==> config.mk <==
export PLATFORM = sky130hd
export DESIGN_NAME = scarv_cop_issue_bridge_flat
export DESIGN_NICKNAME = d
export VERILOG_FILES = /design/src/rtl/scarv_cop_issue_bridge_if.sv /design/src/rtl/scarv_cop_issue_bridge.sv /design/src/flat_wrapper.sv
export SDC_FILE = /design/constraint.sdc
export NUM_CORES = 1
export LEC_CHECK = 0
export ABC_AREA = 1
export CORE_ASPECT_RATIO = 2
export CORE_MARGIN = 2
export CORE_UTILIZATION = 40
export DETAILED_ROUTE_END_ITERATION = 10
export PLACE_DENSITY = 0.76
export REMOVE_ABC_BUFFERS = 1
export SYNTH_ARGS = -nofsm -noshare
export SYNTH_HDL_FRONTEND = slang
export SYNTH_SLANG_ARGS = --single-unit
==> constraint.sdc <==
create_clock -name g_clk -period 3.5 [get_ports g_clk]
set_input_delay 0.7 -clock g_clk [delete_from_list [all_inputs] [get_ports g_clk]]
set_output_delay 0.7 -clock g_clk [all_outputs]
set_load 0.02 [all_outputs]
==> src/rtl/scarv_cop_issue_bridge_if.sv <==
// CPU/COP signal bundle for the COP issue bridge.
// master: the bridge itself; slave: the CPU pipeline and COP around it.
interface scarv_cop_issue_bridge_if;
  logic        cpu_valid;
  logic        cpu_ready;
  logic [31:0] cpu_enc;
  logic [31:0] cpu_rs1_in;
  logic        cpu_flush;
  logic        cpu_insn_req;
  logic        cop_insn_ack;
  logic        cpu_abort_req;
  logic [31:0] cpu_insn_enc;
  logic [31:0] cpu_rs1;
  logic        cop_wen;
  logic [4:0]  cop_waddr;
  logic [31:0] cop_wdata;
  logic [2:0]  cop_result;
  logic        cop_insn_rsp;
  logic        cpu_insn_ack;
  logic        wb_valid;
  logic        wb_ready;
  logic        gpr_wen;
  logic [4:0]  gpr_waddr;
  logic [31:0] gpr_wdata;
  logic [2:0]  wb_result;
  logic        proto_err;

  modport master (
    input  cpu_valid, cpu_enc, cpu_rs1_in, cpu_flush,
    input  cop_insn_ack,
    input  cop_wen, cop_waddr, cop_wdata, cop_result,
    input  cop_insn_rsp, wb_ready,
    output cpu_ready, cpu_insn_req, cpu_abort_req,
    output cpu_insn_enc, cpu_rs1, cpu_insn_ack,
    output wb_valid, gpr_wen, gpr_waddr, gpr_wdata,
    output wb_result, proto_err
  );

  modport slave (
    output cpu_valid, cpu_enc, cpu_rs1_in, cpu_flush,
    output cop_insn_ack,
    output cop_wen, cop_waddr, cop_wdata, cop_result,
    output cop_insn_rsp, wb_ready,
    input  cpu_ready, cpu_insn_req, cpu_abort_req,
    input  cpu_insn_enc, cpu_rs1, cpu_insn_ack,
    input  wb_valid, gpr_wen, gpr_waddr, gpr_wdata,
    input  wb_result, proto_err
  );
endinterface

==> src/rtl/scarv_cop_issue_bridge.sv <==
// CPU-side issue bridge in front of scarv_cop_top: dispatch + response FIFO.
// Optional watchdog: define SCARV_COP_ISSUE_BRIDGE_WDOG_EN.
module scarv_cop_issue_bridge #(
  parameter int unsigned MAX_OUTSTANDING = 2,
  parameter int unsigned RSP_DEPTH       = 2,
  parameter int unsigned WDOG_CYCLES     = 255
) (
  input  logic g_clk,
  input  logic g_resetn,
`ifdef SCARV_COP_ISSUE_BRIDGE_WDOG_EN
  output logic wdog_err,
`endif
  scarv_cop_issue_bridge_if.master bus
);

  localparam int unsigned OW = $clog2(MAX_OUTSTANDING + 1);
  localparam int unsigned PW = $clog2(RSP_DEPTH);
  localparam int unsigned CW = PW + 1;

  localparam logic [0:0] FSM_IDLE = 1'b0;
  localparam logic [0:0] FSM_REQ  = 1'b1;

  localparam logic [OW-1:0] OUT_MAX  = OW'(MAX_OUTSTANDING);
  localparam logic [CW-1:0] FIFO_MAX = CW'(RSP_DEPTH);

  typedef struct packed {
    logic [2:0]  result;
    logic        wen;
    logic [4:0]  waddr;
    logic [31:0] wdata;
  } rsp_t;

  logic [0:0]    fsm;
  logic [OW-1:0] outstanding;
  logic [31:0]   enc_q;
  logic [31:0]   rs1_q;
  logic          abort_q;
  logic          perr_q;

  rsp_t          mem [RSP_DEPTH];
  rsp_t          head;
  rsp_t          entry;
  logic [PW-1:0] wr_ptr;
  logic [PW-1:0] rd_ptr;
  logic [CW-1:0] count;

  logic is_idle;
  logic is_req;
  logic accept;
  logic dispatch;
  logic abort;
  logic push;
  logic pop;
  logic dec;

  assign is_idle  = (fsm == FSM_IDLE);
  assign is_req   = (fsm == FSM_REQ);
  assign accept   = bus.cpu_valid && bus.cpu_ready;
  assign dispatch = is_req && bus.cop_insn_ack;
  assign abort    = is_req && bus.cpu_flush
                 && !bus.cop_insn_ack;
  assign push     = bus.cop_insn_rsp && bus.cpu_insn_ack;
  assign pop      = bus.wb_valid && bus.wb_ready;
  assign dec      = push && (outstanding != '0);

  assign bus.cpu_ready     = g_resetn && is_idle
                          && (outstanding < OUT_MAX);
  assign bus.cpu_insn_req  = is_req;
  assign bus.cpu_abort_req = abort_q;
  assign bus.cpu_insn_enc  = enc_q;
  assign bus.cpu_rs1       = rs1_q;
  assign bus.proto_err     = perr_q;

  always_ff @(posedge g_clk) begin
    if (!g_resetn) begin
      fsm     <= FSM_IDLE;
      enc_q   <= '0;
      rs1_q   <= '0;
      abort_q <= 1'b0;
    end else begin
      abort_q <= abort;
      unique case (1'b1)
        accept: begin
          fsm   <= FSM_REQ;
          enc_q <= bus.cpu_enc;
          rs1_q <= bus.cpu_rs1_in;
        end
        dispatch: fsm <= FSM_IDLE;
        abort: begin
          fsm   <= FSM_IDLE;
          enc_q <= '0;
          rs1_q <= '0;
        end
        default: ;
      endcase
    end
  end

  // An unexpected response never wraps the count; it flags proto_err.
  always_ff @(posedge g_clk) begin
    if (!g_resetn) begin
      outstanding <= '0;
      perr_q      <= 1'b0;
    end else begin
      if (dispatch && !dec)
        outstanding <= outstanding + OW'(1);
      else if (dec && !dispatch)
        outstanding <= outstanding - OW'(1);
      if (push && (outstanding == '0))
        perr_q <= 1'b1;
    end
  end

  assign entry = '{
    result: bus.cop_result,
    wen:    bus.cop_wen,
    waddr:  bus.cop_waddr,
    wdata:  bus.cop_wdata
  };

  assign bus.cpu_insn_ack = g_resetn && (count < FIFO_MAX);

  always_ff @(posedge g_clk) begin
    if (push)
      mem[wr_ptr] <= entry;
  end

  always_ff @(posedge g_clk) begin
    if (!g_resetn) begin
      wr_ptr <= '0;
      rd_ptr <= '0;
      count  <= '0;
    end else begin
      if (push)
        wr_ptr <= wr_ptr + PW'(1);
      if (pop)
        rd_ptr <= rd_ptr + PW'(1);
      if (push && !pop)
        count <= count + CW'(1);
      else if (pop && !push)
        count <= count - CW'(1);
    end
  end

  assign head          = mem[rd_ptr];
  assign bus.wb_valid  = (count != '0);
  assign bus.gpr_wen   = bus.wb_valid && head.wen;
  assign bus.gpr_waddr = bus.wb_valid ? head.waddr  : '0;
  assign bus.gpr_wdata = bus.wb_valid ? head.wdata  : '0;
  assign bus.wb_result = bus.wb_valid ? head.result : '0;

`ifdef SCARV_COP_ISSUE_BRIDGE_WDOG_EN
  localparam int unsigned WW = $clog2(WDOG_CYCLES + 1);
  localparam logic [WW-1:0] WMAX = WW'(WDOG_CYCLES);

  logic [WW-1:0] wcnt;
  logic [WW-1:0] wcnt_nxt;
  logic          wclr;

  always_comb begin
    wclr     = push || (outstanding == '0);
    wcnt_nxt = wcnt;
    if (wclr)
      wcnt_nxt = '0;
    else if (wcnt != WMAX)
      wcnt_nxt = wcnt + WW'(1);
  end

  always_ff @(posedge g_clk) begin
    if (!g_resetn) begin
      wcnt     <= '0;
      wdog_err <= 1'b0;
    end else begin
      wcnt <= wcnt_nxt;
      if (!wclr && (wcnt_nxt == WMAX))
        wdog_err <= 1'b1;
    end
  end
`endif

endmodule

==> src/flat_wrapper.sv <==
// flat-port wrapper written by rule: the top's interface ports become plain ports
module scarv_cop_issue_bridge_flat 
#(
  parameter int unsigned MAX_OUTSTANDING = 2,
  parameter int unsigned RSP_DEPTH       = 2,
  parameter int unsigned WDOG_CYCLES     = 255
)
  (g_clk, g_resetn, bus_cpu_valid, bus_cpu_enc, bus_cpu_rs1_in, bus_cpu_flush, bus_cop_insn_ack, bus_cop_wen, bus_cop_waddr, bus_cop_wdata, bus_cop_result, bus_cop_insn_rsp, bus_wb_ready, bus_cpu_ready, bus_cpu_insn_req, bus_cpu_abort_req, bus_cpu_insn_enc, bus_cpu_rs1, bus_cpu_insn_ack, bus_wb_valid, bus_gpr_wen, bus_gpr_waddr, bus_gpr_wdata, bus_wb_result, bus_proto_err);
  scarv_cop_issue_bridge_if bus_i ();
  input  logic g_clk;
  input  logic g_resetn;
  input wire logic [$bits(bus_i.cpu_valid)-1:0] bus_cpu_valid;
  input wire logic [$bits(bus_i.cpu_enc)-1:0] bus_cpu_enc;
  input wire logic [$bits(bus_i.cpu_rs1_in)-1:0] bus_cpu_rs1_in;
  input wire logic [$bits(bus_i.cpu_flush)-1:0] bus_cpu_flush;
  input wire logic [$bits(bus_i.cop_insn_ack)-1:0] bus_cop_insn_ack;
  input wire logic [$bits(bus_i.cop_wen)-1:0] bus_cop_wen;
  input wire logic [$bits(bus_i.cop_waddr)-1:0] bus_cop_waddr;
  input wire logic [$bits(bus_i.cop_wdata)-1:0] bus_cop_wdata;
  input wire logic [$bits(bus_i.cop_result)-1:0] bus_cop_result;
  input wire logic [$bits(bus_i.cop_insn_rsp)-1:0] bus_cop_insn_rsp;
  input wire logic [$bits(bus_i.wb_ready)-1:0] bus_wb_ready;
  output wire logic [$bits(bus_i.cpu_ready)-1:0] bus_cpu_ready;
  output wire logic [$bits(bus_i.cpu_insn_req)-1:0] bus_cpu_insn_req;
  output wire logic [$bits(bus_i.cpu_abort_req)-1:0] bus_cpu_abort_req;
  output wire logic [$bits(bus_i.cpu_insn_enc)-1:0] bus_cpu_insn_enc;
  output wire logic [$bits(bus_i.cpu_rs1)-1:0] bus_cpu_rs1;
  output wire logic [$bits(bus_i.cpu_insn_ack)-1:0] bus_cpu_insn_ack;
  output wire logic [$bits(bus_i.wb_valid)-1:0] bus_wb_valid;
  output wire logic [$bits(bus_i.gpr_wen)-1:0] bus_gpr_wen;
  output wire logic [$bits(bus_i.gpr_waddr)-1:0] bus_gpr_waddr;
  output wire logic [$bits(bus_i.gpr_wdata)-1:0] bus_gpr_wdata;
  output wire logic [$bits(bus_i.wb_result)-1:0] bus_wb_result;
  output wire logic [$bits(bus_i.proto_err)-1:0] bus_proto_err;
  assign bus_i.cpu_valid = bus_cpu_valid;
  assign bus_i.cpu_enc = bus_cpu_enc;
  assign bus_i.cpu_rs1_in = bus_cpu_rs1_in;
  assign bus_i.cpu_flush = bus_cpu_flush;
  assign bus_i.cop_insn_ack = bus_cop_insn_ack;
  assign bus_i.cop_wen = bus_cop_wen;
  assign bus_i.cop_waddr = bus_cop_waddr;
  assign bus_i.cop_wdata = bus_cop_wdata;
  assign bus_i.cop_result = bus_cop_result;
  assign bus_i.cop_insn_rsp = bus_cop_insn_rsp;
  assign bus_i.wb_ready = bus_wb_ready;
  assign bus_cpu_ready = bus_i.cpu_ready;
  assign bus_cpu_insn_req = bus_i.cpu_insn_req;
  assign bus_cpu_abort_req = bus_i.cpu_abort_req;
  assign bus_cpu_insn_enc = bus_i.cpu_insn_enc;
  assign bus_cpu_rs1 = bus_i.cpu_rs1;
  assign bus_cpu_insn_ack = bus_i.cpu_insn_ack;
  assign bus_wb_valid = bus_i.wb_valid;
  assign bus_gpr_wen = bus_i.gpr_wen;
  assign bus_gpr_waddr = bus_i.gpr_waddr;
  assign bus_gpr_wdata = bus_i.gpr_wdata;
  assign bus_wb_result = bus_i.wb_result;
  assign bus_proto_err = bus_i.proto_err;
  scarv_cop_issue_bridge #(.MAX_OUTSTANDING(MAX_OUTSTANDING), .RSP_DEPTH(RSP_DEPTH), .WDOG_CYCLES(WDOG_CYCLES)) u_core (.g_clk(g_clk), .g_resetn(g_resetn), .bus(bus_i));
endmodule
==> results of run 1 <==
[sequential cells by signal, indices dropped and copies added (netlist names), named ones only]
name,cells
u_core.mem,82
u_core.bus.cpu_insn_enc,32
u_core.bus.cpu_rs1,32
u_core.count,2
u_core.outstanding,2
u_core.bus.cpu_abort_req,1
u_core.bus.cpu_insn_req,1
u_core.bus.proto_err,1
u_core.rd_ptr,1
u_core.wr_ptr,1
[final cells by class]
type | instances | share of cell area [%]
clock inverter | 12 | 1.46
multi-input combinational | 358 | 18.7
timing repair buffer | 236 | 25.9
tap | 195 | 2.69
clock buffer | 20 | 5.26
inverter | 64 | 2.64
sequential | 156 | 43.4
[tightest hold or removal path, delay by kind of cell (launching register included)]
kind            cells  cell delay, ns
compound gates      1            0.06
buf+inv             1            0.05
flops               1            0.32
[placed cells by master (no fill, tap or decap), types with 12 or more instances in the layout]
master | Yosys | routed
buf_4 | 3 | 12
nand4_1 | 40 | 40
nor2_1 | 34 | 32
inv_1 | 64 | 64
clkbuf_16 | 0 | 18
o21ai_0 | 28 | 28
edfxtp_1 | 82 | 82
nand3_1 | 44 | 44
dfxtp_1 | 74 | 74
a21oi_1 | 83 | 83
clkdlybuf4s50_1 | 0 | 222
nand2_1 | 120 | 120
[routing by layer]
layer  track usage (%)  vias up  routed length, µm
met4              11.5        0                652
met5                 0        -                  0
met1              21.2     2382               5700
li1                  -     2531                  -
met2              35.9      193               9140
met3              4.82       41                806
[power groups by stage]
| stage | clock (mW) | sequential (mW) | combinational, mW |
|---|---|---|---|
| 6_report | 1.87 | 2.10 | 1.45 |
| 5_1_grt | 1.98 | 2.12 | 1.57 |
| 4_1_cts | 1.91 | 2.10 | 1.47 |
| 3_5_place_dp | 0 | 2.14 | 1.46 |
| 3_3_place_gp | 0 | 2.14 | 1.44 |
| 2_1_floorplan | 0 | 2.22 | 0.618 |
[kinds of logic after synthesis]
kind of cell | synth area share [%]
adder cells (fa/ha/maj) | 0.412
AO/OA/AOI/OAI | 9.28
XOR/XNOR | 0.144
AND/OR/NAND/NOR | 17.9
flip-flops | 65.0
buffers and inverters | 7.34
[through the flow]
step	power [mW]	hold slack, ns
after floorplan	2.84	0.443
after global placement	3.58	0.439
after CTS	5.48	0.466
final	5.42	0.470
after detailed placement	3.60	0.451
after global routing	5.66	0.499
[final timing paths]
| path | end | start | cells past startpoint |
|---|---|---|---|
| worst max-delay path | bus_cpu_ready | g_resetn | 4 |
| worst min-delay path | u_core.bus.proto_err$_SDFFE_PN0P_ | u_core.bus.proto_err$_SDFFE_PN0P_ | 2 |
| worst max register to register | u_core.bus.cpu_insn_enc[5]$_SDFFE_PN0P_ | u_core.bus.cpu_insn_req$_SDFFE_PN0P_ | 6 |
| worst min register to register | u_core.bus.proto_err$_SDFFE_PN0P_ | u_core.bus.proto_err$_SDFFE_PN0P_ | 2 |
==> impl_metrics.toml, run 1 <==
[outcome]
status = "finished, final reports clean"

[sta]
drv_slew = 0
hold_violations = 0
fmax_mhz = 334
tightest_slew_ns = 0.541
setup_slack_ns = 0.509
slew_headroom_pct = 63.9
period_needed_ns = 2.99
final-setup-viol-count = 0
finalSetupTns_ns = 0
fin_skew_ns = 0.00834
fin_crit_sh_pct = 85.5
rsz0062_at_grt = "no"

[final_layout]
fin_cells = 1041
regArea_um2 = 3940
fin_util_pct = 61.3
fillers = 1230
multiInputGateArea_um2 = 1700
layout-drive-gt1-share_pct = 5.91
syn_to_final_growth_pct = 49.7
diodes = 0
final_area_um2 = 9090
nets = 947

[synth]
synth_edf_count = 82
synth_area_um2 = 6070
yosys_most_used_dff = "edfxtp_1"
yosys.area.top_type = "edfxtp_1"
yosysTopAreaCellShare_pct = 40.6
synth.most_common_cell = "nand2_1"
synth.area.top_cells = "edfxtp_1 (41%), dfxtp_1 (24%), nand2_1 (7.4%), a21oi_1 (6.8%), nand4_1 (4.1%)"
synth_common_cells = "nand2_1 (120), a21oi_1 (83), edfxtp_1 (82)"
synth_warnings = 0
avgSynthCellArea_um2 = 9.71
ys_async_sr_fraction_pct = 0
synth-seq-cells = 156
seq_area_frac_synth_pct = 65.0
netlist_instances = 625
yosysUniqueCellTypes = 22

[pwr]
powerDensity_nw_per_um2 = 596
p_sw_mw = 1.61
p_sw_share_pct = 29.7
intPower_mw = 3.81
peakVddDrop_v = 0.000372
p_clk_share_pct = 34.5
p_seq_share_pct = 38.8
combinationalPowerShare_pct = 26.7
cellLeakagePower_nw = 3.40

[setup_path]
worst-path-max-fanout = 9
crit_top_cell = "clkdlybuf4s50_1"
worstPathCellList = "clkdlybuf4s50_1 > inv_1 > nor3_1 > clkdlybuf4s50_1"
critical-path-slowest-cell = "clkdlybuf4s50_1"
max_stage_delay_ns = 0.67
crit_arrival_ns = 2.29
path_delay_family = "buffers and inverters"
worst-path-buf-inv = 3
crit_path_end_kind = "primary output"
cp.required_ns = 2.80
crit_type = "in -> out"
startpoint_type = "input pin"
reg2reg_slack_ns = 1.73

[global_routing]
grt_max_degree = 63
grt_pass1_wl_mm = 25.1
grt_usage_pct = 20.0
grt_pass1_vias = 4916
grt_antenna_before_repair = 0
gr-total-overflow = 0

[cts]
clock_path_buffers = 2
clk_latency_ns = 0.42
cts_hold_buf = 0
cts_setup_buffers = 0
cts_tree = "built"
clk_pin_slew_ns = 0.06
post_cts_resized = 0
cts_buffers = 17
cts_root_buf = "clkbuf_16"
htreeDepth = 4
clkSinkCount = 156

[drt]
vias = 5147
drt_iter0_markers = 211
via_per_inst = 4.94
wl_per_cell_um = 15.7
ant_nets = 0
drt_drc_violations_left = 0
wirelength_mm = 16.3
detail_route.first_pass.iterations = 4

[die]
rows = 63
coreArea_um2 = 14800
initial_core_util_pct = 41.0
die_height_um = 178
dieArea_um2 = 16200
io_pins = 223
die_x_um = 91.1

[worst_hold_path]
hold_class = "reg -> reg"

[placement]
pre_cts_slack_ns = 0.529
dp.cells = 1009
place.detailed.hpwl_mm = 10.9
place_congestion = 0.793
portBuffers = 222
place_area_um2 = 8480

[flow_run]
cap_violations = 0
(Power assumes the default switching activity.)
==> run 2, diff against run 1 <==
--- a/config.mk
+++ b/config.mk
@@ -6,7 +6,6 @@
 export NUM_CORES = 1
 export LEC_CHECK = 0
 export ABC_AREA = 1
-export CORE_ASPECT_RATIO = 2
 export CORE_MARGIN = 2
 export CORE_UTILIZATION = 40
 export DETAILED_ROUTE_END_ITERATION = 10
==> run 2 against run 1 <==
Against the previous run:
- critical path depth is the same
- highest routed layer unchanged
- largest power group unchanged
- largest cell class unchanged
- non-clock buffer count decreased by 1
- design area rose by 0.22%
==> impl_metrics.toml, run 2 (synthesis gave the netlist of run 1 again) <==
[cts]
clk_latency_ns = 0.41
clk_pin_slew_ns = 0.06
cts_buffers = 17
post_cts_resized = 0
clkSinkCount = 156
cts_tree = "built"
htreeDepth = 4
cts_setup_buffers = 0
clock_path_buffers = 2
cts_root_buf = "clkbuf_16"
cts_hold_buf = 0

[setup_path]
r2r-end = "u_core.bus.cpu_rs1[1]$_SDFFE_PN0P_"
worst-path-max-fanout = 7
reg2reg_slack_ns = 1.56
crit_path_end_kind = "primary output"
crit_type = "in -> out"
reg2reg_from = "u_core.bus.cpu_insn_req$_SDFFE_PN0P_"
cp.required_ns = 2.80
crit_top_cell = "clkdlybuf4s50_1"
crit_arrival_ns = 2.26
critical-path-slowest-cell = "clkdlybuf4s50_1"
worstPathCellList = "clkdlybuf4s50_1 > inv_1 > nor3_1 > clkdlybuf4s50_1"
startpoint_type = "input pin"
reg2regPathDepth = 6
max_stage_delay_ns = 0.68

[placement]
portBuffers = 222
dp.cells = 1001
pre_cts_slack_ns = 0.536
place.detailed.hpwl_mm = 9.74
place_congestion = 0.741

[die]
die_x_um = 127
initial_core_util_pct = 40.4
rows = 45
coreArea_um2 = 15000
dieArea_um2 = 16200
io_pins = 223
die_height_um = 127

[pwr]
cellLeakagePower_nw = 3.40
peakVddDrop_v = 0.000318
powerDensity_nw_per_um2 = 609

[worst_hold_path]
whs_path_depth = 2
hold_class = "reg -> reg"
holdPathEnd = "u_core.bus.proto_err$_SDFFE_PN0P_"
hold_start = "u_core.bus.proto_err$_SDFFE_PN0P_"

[final_layout]
final_cell_mix = "clkdlybuf4s50_1 (222), nand2_1 (120), a21oi_1 (83)"
mostFrequentLayoutCell = "clkdlybuf4s50_1"
regMostFlops = "u_core.mem"
diodes = 0
layout-drive-gt1-share_pct = 5.44
fin_util_pct = 60.6
fin_cells = 1033
largest_register_ffs = 82
syn_to_final_growth_pct = 50.0
nets = 946

[global_routing]
grt_pass1_vias = 4785
grt_pass1_wl_mm = 24.3
grt_usage_pct = 18.9
grt_max_degree = 90
gr-total-overflow = 0
grt_antenna_before_repair = 0

[sta]
period_needed_ns = 2.96
rsz0062_at_grt = "no"
final-setup-viol-count = 0
slew_headroom_pct = 45.0
drv_slew = 0
fin_skew_ns = 0.00756
setup_slack_ns = 0.543
hold_violations = 0
tightest_slew_ns = 0.825
fmax_mhz = 338
fin_crit_sh_pct = 84.5

[drt]
vias = 5057
drt_iter0_markers = 331
drt_drc_violations_left = 0
via_per_inst = 4.90
detail_route.first_pass.iterations = 4
wl_per_cell_um = 14.6
wirelength_mm = 15.1
ant_nets = 0

[flow_run]
cap_violations = 0

[outcome]
status = "finished, final reports clean"
[run 2: cell types whose count changed in the layout (fill, tap and decap cells not counted), moves of 2 or more]
cell / delta
inv_4: -2
clkinv_1: +2
clkinv_2: -2
bufinv_16: +3
clkbuf_8: -2
[run 2: power breakdown]
group / internal (mW) / total (mW) / switching, mW
Clock: 1.27 / 2.01 / 0.740
Combinational: 0.621 / 1.43 / 0.809
Sequential: 2.05 / 2.10 / 0.0486
Total: 3.95 / 5.54 / 1.60
[run 2: worst max-delay path by stage]
stage	slack [ns]	start	cells past startpoint	end
after CTS	0.52	g_resetn	4	bus_cpu_ready
final	0.54	g_resetn	4	bus_cpu_ready
after global placement	0.57	g_resetn	4	bus_cpu_ready
after detailed placement	0.54	g_resetn	4	bus_cpu_ready
after global routing	0.43	g_resetn	4	bus_cpu_ready
after floorplan	-0.49	g_resetn	4	u_core.mem[1][0]$_DFFE_PP_
[run 2: cell type report]
cell class	instances	area [µm²]
clock buffer	18	429
clock inverter	14	218
fill	1255	5930
inverter	64	240
multi-input combinational	358	1700
sequential	156	3940
tap	188	235
timing repair buffer	235	2340
[run 2: worst max-delay path: cells and delay by family]
kind	cells	cell delay [ns]
AND/OR/NAND/NOR	1	0.25
buffers and inverters	3	1.30
[run 2: per-stage QoR]
stage	instance area, µm²	TNS (ns)	hold WS, ns	power (mW)
floorplan	5860	-38.81	0.443	2.84
global placement	8460	0	0.440	3.56
detailed placement	8460	0	0.439	3.58
CTS	9110	0	0.448	5.59
global route	9110	0	0.484	5.79
finish	9110	0	0.444	5.54
[run 2: routing by layer]
metal | up-vias | track usage [%] | wire length (µm)
met5 | - | 0 | 0
met4 | 0 | 5.95 | 178
met3 | 15 | 9.72 | 1800
met2 | 205 | 29.0 | 6680
met1 | 2307 | 23.2 | 6400
li1 | 2530 | - | -
==> run 3, diff against run 2 <==
==> constraint.sdc (replaced) <==
create_clock -name g_clk -period 2.6 [get_ports g_clk]
set_input_delay 0.52 -clock g_clk [delete_from_list [all_inputs] [get_ports g_clk]]
set_output_delay 0.52 -clock g_clk [all_outputs]
set_load 0.02 [all_outputs]
==> run 3 against run 2 <==
Against the previous run:
- register-to-register slack got worse by 0.60 ns
- first-iteration DRC count increased by 6.3%
- die area unchanged
- sequential share of layout area increased by 0.40 points
- clock power increased by 12%
- total power increased by 25%
- sequential power increased by 35%
- critical path depth increased by 2
- routed wire length increased by 1.8%
==> impl_metrics.toml, run 3 (synthesis gave the netlist of run 1 again) <==
[setup_path]
reg2regPathDepth = 10
cp.required_ns = 2.08
worst-path-max-fanout = 41
crit_path_end_kind = "primary output"
crit_arrival_ns = 1.86
reg2reg_from = "u_core.count[1]$_SDFFE_PN0P_"
startpoint_type = "flop"
r2r-end = "u_core.outstanding[1]$_SDFFE_PN0P_"
reg2reg_slack_ns = 0.96
crit_type = "reg -> out"

[drt]
via_per_inst = 4.87
wirelength_mm = 15.3
wl_per_cell_um = 14.8
ant_nets = 0
vias = 5058
drt_drc_violations_left = 0
drt_iter0_markers = 352
detail_route.first_pass.iterations = 5

[cts]
clk_latency_ns = 0.42
cts_tree = "built"
clkSinkCount = 156
cts_root_buf = "clkbuf_16"
clk_pin_slew_ns = 0.06
cts_buffers = 17
htreeDepth = 4
clock_path_buffers = 2
cts_setup_buffers = 0

[die]
die_height_um = 127
dieArea_um2 = 16200
io_pins = 223
coreArea_um2 = 15000
die_x_um = 127
rows = 45
initial_core_util_pct = 40.4

[pwr]
peakVddDrop_v = 0.000406
p_clk_share_pct = 32.8
p_sw_share_pct = 31.7
intPower_mw = 4.72
powerDensity_nw_per_um2 = 765
cellLeakagePower_nw = 3.54
p_seq_share_pct = 41.0
power.total_mw = 6.91
combinationalPowerShare_pct = 26.2
p_sw_mw = 2.19

[sta]
tightest_slew_ns = 0.482
fin_crit_sh_pct = 91.6
slew_headroom_pct = 67.8
rsz0062_at_grt = "no"
fin_skew_ns = 0.00728
period_needed_ns = 2.38
finalSetupTns_ns = 0
hold_violations = 0
fmax_mhz = 420
drv_slew = 0
hold_slack_ns = 0.453
final-setup-viol-count = 0

[global_routing]
grt_pass1_vias = 4931
gr-total-overflow = 0
grt_pass1_wl_mm = 24.2
grt_usage_pct = 19.0
grt_max_degree = 78
grt_antenna_before_repair = 0

[final_layout]
nets = 951
syn_to_final_growth_pct = 48.7
layout-drive-gt1-share_pct = 6.24
diodes = 0
final_cell_mix = "clkdlybuf4s50_1 (179), nand2_1 (120), a21oi_1 (83)"
largest_register_ffs = 82
final_area_um2 = 9020
regMostFlops = "u_core.mem"
mostFrequentLayoutCell = "clkdlybuf4s50_1"

[worst_hold_path]
hold_class = "reg -> reg"
holdPathEnd = "u_core.bus.proto_err$_SDFFE_PN0P_"
hold_start = "u_core.bus.proto_err$_SDFFE_PN0P_"
whs_path_depth = 2

[flow_run]
cap_violations = 0

[placement]
place_congestion = 0.726
place_area_um2 = 8530
portBuffers = 222
place.detailed.hpwl_mm = 9.96

[outcome]
status = "finished, final reports clean"
==> run 3: changes by cell type in the layout (fill, tap and decap cells not counted), moves of 3 or more <==
cell and change:
buf_12 +3, clkinvlp_4 +3, bufinv_16 -5, inv_6 +4, clkdlybuf4s50_1 -43, dlygate4sd2_1 +42
==> run 3: per-layer routing <==
metal | vias up | track usage [%] | wire length [µm]
met5 | - | 0 | 0
met2 | 184 | 31.1 | 7060
met3 | 15 | 9.30 | 1780
li1 | 2543 | - | -
met1 | 2316 | 22.0 | 6300
met4 | 0 | 6.21 | 187
==> run 3: timing repair <==
| item | in CTS | in global routing |
|---|---|---|
| hold buffers | 0 | 0 |
| setup endpoints to repair | 42 | 1 |
| resized for setup | 42 | 1 |
| cloned | 0 | 0 |
==> run 3: per-stage QoR <==
step                      util (%)  setup slack (ns)  instances
after floorplan                  -             -1.21        578
after global placement        56.8           -0.0140       1006
after detailed placement      56.8           -0.0151       1006
after CTS                     60.0           0.00257       1038
after global routing          60.0             0.112       1038
final                         60.0             0.219       1038
==> run 3: power groups by stage <==
stage / Clock, mW / Sequential (mW) / Combinational [mW]
after floorplan: 0 / 2.99 / 0.832
after global placement: 0 / 2.88 / 1.97
after detailed placement: 0 / 2.89 / 1.99
after CTS: 2.32 / 2.84 / 1.84
after global routing: 2.43 / 2.85 / 1.97
final: 2.26 / 2.83 / 1.81
==> run 3: critical path: stages, from the launching register on <==
cell           delay, ns
dfxtp_1             0.38
inv_1               0.07
nand2_1             0.10
inv_1               0.05
buf_4               0.25
a21oi_1             0.22
dlygate4sd2_1       0.36
==> run 3: final cells by class <==
type / instances / area [µm²]
fillers: 1294 / 6010
flip-flops and latches: 156 / 3940
repair buffers: 240 / 2370
multi-input cells: 358 / 1700
clock buffers: 18 / 429
inverters: 64 / 240
well taps: 188 / 235
clock inverters: 14 / 110
==> run 3: how the worst max path moves through the flow <==
stage / slack [ns] / endpoint / from / cells past startpoint
2_1_floorplan: -1.21 / u_core.mem[1][0]$_DFFE_PP_ / g_resetn / 4
3_3_place_gp: -0.01 / bus_cpu_ready / g_resetn / 4
3_5_place_dp: -0.02 / bus_cpu_ready / g_resetn / 4
4_1_cts: 0.003 / bus_cpu_insn_ack / g_resetn / 5
5_1_grt: 0.11 / bus_gpr_wdata[26] / u_core.count[0]$_SDFFE_PN0P_ / 6
6_report: 0.22 / bus_gpr_wdata[26] / u_core.count[0]$_SDFFE_PN0P_ / 6
